--- config.mk ---
export PLATFORM = sky130hd
export DESIGN_NAME = mdu_scheduler
export DESIGN_NICKNAME = d
export VERILOG_FILES = /design/src/rtl/mdu_scheduler.sv
export SDC_FILE = /design/constraint.sdc
export NUM_CORES = 1
export LEC_CHECK = 0
export ABC_AREA = 1
export BUFFER_PORTS_ARGS = -buffer_cell sky130_fd_sc_hd__buf_4
export CAP_MARGIN = 5
export CORE_AREA = 2 2 157 159
export CTS_BUF_LIST = sky130_fd_sc_hd__clkbuf_16
export CTS_CLUSTER_SIZE = 14
export DETAILED_ROUTE_END_ITERATION = 8
export DIE_AREA = 0 0 159 161
export PLACE_DENSITY = 0.46
export SYNTH_ARGS = -nofsm -noshare
export SYNTH_HDL_FRONTEND = slang
export SYNTH_SLANG_ARGS = --single-unit
--- constraint.sdc ---
create_clock -name clk -period 2.62 [get_ports clk]
set_clock_uncertainty 0.15 [all_clocks]
set_input_delay 0.131 -clock clk [delete_from_list [all_inputs] [get_ports clk]]
set_output_delay 0.131 -clock clk [all_outputs]
set_load 0.05 [all_outputs]
--- src/rtl/mdu_scheduler.sv ---
// Shares one multiplier/divider pair between the alpha and beta issue pipelines:
// arbitrates, latches operands, pulses the unit, waits for done and commits HI/LO.
module mdu_scheduler #(
   parameter int ARB_MODE = 0
) (
   input  logic        clk,
   input  logic        rst,
   input  logic        flush_i,
   input  logic        a_req,
   input  logic [1:0]  a_kind,
   input  logic [31:0] a_src_a,
   input  logic [31:0] a_src_b,
   input  logic        a_hilo_rd,
   input  logic        b_req,
   input  logic [1:0]  b_kind,
   input  logic [31:0] b_src_a,
   input  logic [31:0] b_src_b,
   input  logic        b_hilo_rd,
   output logic        a_grant,
   output logic        b_grant,
   output logic        a_stall,
   output logic        b_stall,
   output logic [1:0]  mult_op,
   output logic [1:0]  div_op,
   output logic [31:0] op_a,
   output logic [31:0] op_b,
   input  logic        mult_done,
   input  logic        div_done,
   input  logic [63:0] mult_res,
   input  logic [63:0] div_res,
   output logic        hilo_wen,
   output logic [63:0] hilo_result,
   output logic        busy
);

   localparam logic [1:0] S_IDLE   = 2'd0;
   localparam logic [1:0] S_LAUNCH = 2'd1;
   localparam logic [1:0] S_WAIT   = 2'd2;
   localparam logic [1:0] S_COMMIT = 2'd3;

   logic [1:0]  state;
   logic        sel_div, sel_signed, kill;
   logic        seen_low, wait_cnt;
   logic        rr_beta;
   logic        arb_ok, pick_b, win_a, win_b;
   logic [1:0]  win_kind;
   logic        unit_done;
   logic [63:0] unit_res;

   // rr_beta: beta has priority on the next tie (only consulted in round-robin mode)
   always_comb begin
      arb_ok = (state == S_IDLE) && !flush_i && !rst;
      pick_b = b_req;
      if (a_req && b_req)
         pick_b = (ARB_MODE != 0) && rr_beta;
      win_a    = arb_ok && a_req && !pick_b;
      win_b    = arb_ok && b_req && pick_b;
      win_kind = win_b ? b_kind : a_kind;
   end

   assign a_grant = win_a;
   assign b_grant = win_b;
   assign busy    = (state != S_IDLE);

   // HI/LO readers hold through COMMIT so they see the committed value next cycle
   assign a_stall = !rst && !flush_i && ((a_req && !win_a) || (a_hilo_rd && busy));
   assign b_stall = !rst && !flush_i && ((b_req && !win_b) || (b_hilo_rd && busy));

   assign mult_op = (state == S_LAUNCH && !sel_div) ? (sel_signed ? 2'b10 : 2'b01) : 2'b00;
   assign div_op  = (state == S_LAUNCH &&  sel_div) ? (sel_signed ? 2'b10 : 2'b01) : 2'b00;

   assign unit_done   = sel_div ? div_done : mult_done;
   assign unit_res    = sel_div ? div_res  : mult_res;
   assign hilo_wen    = (state == S_COMMIT) && !kill;
   assign hilo_result = hilo_wen ? unit_res : 64'd0;

   always_ff @(posedge clk or posedge rst) begin
      if (rst) begin
         state      <= S_IDLE;
         op_a       <= 32'd0;
         op_b       <= 32'd0;
         sel_div    <= 1'b0;
         sel_signed <= 1'b0;
         kill       <= 1'b0;
         seen_low   <= 1'b0;
         wait_cnt   <= 1'b0;
         rr_beta    <= 1'b0;
      end else begin
         case (state)
            S_IDLE: begin
               if (win_a || win_b) begin
                  op_a       <= win_b ? b_src_a : a_src_a;
                  op_b       <= win_b ? b_src_b : a_src_b;
                  sel_div    <= win_kind[1];
                  sel_signed <= !win_kind[0];
                  rr_beta    <= win_a;
                  state      <= S_LAUNCH;
               end
            end
            S_LAUNCH: begin
               seen_low <= 1'b0;
               wait_cnt <= 1'b0;
               if (flush_i) kill <= 1'b1;
               state <= S_WAIT;
            end
            S_WAIT: begin
               // the unit cannot be aborted; a flush only drops the result
               if (flush_i) kill <= 1'b1;
               if (!unit_done)
                  seen_low <= 1'b1;
               else if (seen_low || wait_cnt)
                  state <= S_COMMIT;
               else
                  wait_cnt <= 1'b1;
            end
            S_COMMIT: begin
               kill  <= 1'b0;
               state <= S_IDLE;
            end
            default: state <= S_IDLE;
         endcase
      end
   end

endmodule

==> summary.md <==
| Metric | Value |
|---|---|
| Pre-CTS WS | `0.434 ns` |
| Worst Hold End | `op_a[21]` |
| Highest clock rate | `412 MHz` |
| Element type at the critical path end | `register` |
| Switching Share | `50.4%` |
| Final period util | `92.6%` |
| First-pass GRT wire length | `36900 um` |
| Fillers | `2668` |
| Worst-margin pin slew | `0.522 ns` |
| Hold crit path type | `in2reg` |
| Clock network power share | `12.9%` |
| Max-cap viol count | `0` |
| DR iter-0 viols | `289` |
| Width of the die | `159 um` |
| Syn_area_per_cell | `6.21 sq um` |
| Detailed placement HPWL | `18200 um` |
| Share of layout cells above drive strength 1 | `34.3%` |
| DRC | `0` |
| Sequential-to-total area share from yosys stat | `37.0%` |
| # IOs | `407` |
| Rel. slew slack | `65.2%` |
| Drt total wl | `24400 um` |
| Register bit total from synthesis | `71` |
| Hold Path Origin | `a_src_a[21]` |
| Die Y | `161 um` |
| Largest net degree at the start of global routing | `82` |
| Maximum VDD drop | `457 uV` |
| Synth cell types | `19` |
| Syn-to-layout area delta | `103%` |
| Setup violators final | `0` |
| Yosys top cell area share | `37.0%` |
| Mapped Nets | `1046` |
| Via density per instance | `4.23` |
| Combinational share of power | `66.4%` |
| Min-Delay Path Depth | `5` |
| Cell area after technology mapping | `4800 sq um` |
| Sw Pwr | `4700 uW` |
| CP Max Fanout | `41` |
| Core area | `24000 sq um` |
| CP Data Required Time | `2.75 ns` |
| Commonest non-fill, non-tap cell in the layout | `buf_4` |
| Post-route cell area | `9760 sq um` |
| Status | `complete, no violations` |
| Placed inst area | `8140 sq um` |
| GP Congestion | `0.902` |
| Seq pwr share | `20.7%` |
| Worst r2r src | `state[1]` |
| Post-Synthesis Cells | `773` |
| RSZ-0062 raised after global routing | `true` |
| Power Internal | `4630 uW` |
| Util after Layout | `40.7%` |
| Post-route minimum period | `2.43 ns` |
| Via Count | `6809` |
| Starting Density | `20.0%` |
| Multi-input gate area | `2450 sq um` |
| CTS tree | `yes` |
| Pwr per Cell Area | `956 nW/um^2` |
| Antenna violations before repair | `5` |
| Routed wire length per instance | `15.2 um` |
| CP Launch Type | `register` |
| Synth area leader | `dfrtp_1` |
| Root Buffer | `clkbuf_16` |
| Top cells by area, synth | `dfrtp_1 37%, nand2_1 21%, nand3_1 7.8%` |
| Nets | `1548` |
| Worst skew pair latency | `0.33 ns` |
| Reg-to-reg endpoint | `op_b[14]` |
| Critical path type | `reg2reg` |
| Lkg Pwr | `0.00535 uW` |
| Worst setup margin | `0.193 ns` |
| Final hold viol count | `0` |
| Yosys warns | `0` |
| Clk slew on worst S/H paths | `0.06 ns` |
| Number of buffers created by CTS | `9` |
| Leading cell types in the layout, fill and taps excluded | `410 x buf_4, 271 x nand2_1, 130 x dlygate4sd3_1, 82 x inv_1, 74 x nand3_1` |
| Vias in the first global route | `6656` |
| First-pass iteration count of the detailed router | `4` |
| IO buf count | `406` |
| Area of the die | `25600 sq um` |
| Register Area | `1780 sq um` |
| Clock buffer depth | `2` |
| Routed Antenna Nets | `0` |
| WP data arrival | `2.55 ns` |
| Reg2Reg Setup Slack | `0.19 ns` |
| Total global routing overflow | `0` |
| Total Routing Usage GR | `18.3%` |
| CTS H-tree lvls | `3` |
| FF-to-FF path depth | `8` |
| Tot Pwr | `9320 uW` |
| Rows | `57` |
| Slew Viols, Final | `0` |
| # clock sinks | `71` |
## through the flow
stage	hold WS, ns	std cells	TNS, ns
2_1_floorplan	0.151	773	-7.74
3_3_place_gp	0.128	1458	0
3_5_place_dp	0.132	1458	0
4_1_cts	0.00575	1604	0
5_1_grt	0.0412	1609	-0.00492
6_report	0.0142	1609	0
## power groups by stage
stage	Clock (uW)	Combinational [uW]	Sequential (uW)
finish	1200	6190	1930
global route	1280	6620	2000
CTS	1260	6230	1940
detailed placement	0	5500	1940
global placement	0	5500	1930
floorplan	0	1990	3510
## cell families (layout without fill, tap and decap cells)
kind of cell / after synthesis / after routing / synth area share (%)
AND/OR/NAND/NOR: 424 / 424 / 35.6
buffers and inverters: 139 / 646 / 12.2
other: 0 / 5 / 0
flip-flops: 71 / 71 / 37.0
adder cells (fa/ha/maj): 4 / 4 / 1.04
AO/OA/AOI/OAI: 135 / 135 / 14.1
## metal layers
| layer | track usage, % | vias up | wire (um) |
|---|---|---|---|
| li1 | - | 3422 | - |
| met1 | 20.4 | 3079 | 9450 |
| met2 | 32.7 | 277 | 12400 |
| met3 | 5.32 | 31 | 1840 |
| met4 | 7.19 | 0 | 735 |
| met5 | 0 | - | 0 |
## worst max-delay path by stage
stage / start / end / slack, ns / cells after the start
global placement: state[0] / hilo_result[10] / 0.45 / 7
detailed placement: state[0] / hilo_result[13] / 0.43 / 7
floorplan: state[0] / hilo_result[10] / -0.13 / 6
CTS: state[0] / hilo_result[13] / 0.05 / 7
global route: state[0] / op_b[23] / -0.005 / 8
finish: state[1] / op_b[14] / 0.19 / 8
## cell usage after synthesis
library cell / number
o21ai_0: 13
inv_2: 1
nand3_1: 75
clkbuf_1: 23
nor2_4: 1
o21ai_1: 57
a21oi_1: 65
buf_4: 6
nor2_1: 69
nand2_1: 272
nand3_2: 1
or2_2: 1
buf_6: 1
and2_1: 1
dfrtp_1: 71
ha_1: 4
nor3_1: 4
inv_1: 81
buf_2: 27
## flip-flops by register name, indices dropped and copies added (netlist names)
name,cells
op_a,32
op_b,32
state,2
kill,1
seen_low,1
sel_div,1
sel_signed,1
wait_cnt,1
## timing repair
| action | CTS | global route |
|---|---|---|
| hold buffers | 130 | 0 |
| endpoints found under the hold margin | 139 | 0 |
| setup endpoints to repair | 0 | 58 |
| buffers inserted | 0 | 0 |
| resized for setup | 0 | 6 |
## cell type report
type                    instances  area share [%]
well taps                     324            4.16
clock inverters                 7           0.590
inverters                      82            3.19
diodes                          5           0.128
flip-flops and latches         71            18.2
multi-input cells             563            25.1
clock buffers                   9            2.31
repair buffers                548            46.3
## worst max-delay path: stages (launching register included)
cell and delay (ns):
dfrtp_1 0.41, inv_1 0.09, ha_1 0.32, nand3_4 0.17, nand2_2 0.10, clkbuf_8 0.32, nand2_1 0.09, o21ai_0 0.14
dlygate4sd3_1 0.56
Note: power is estimated with default switching activity, not from simulation.
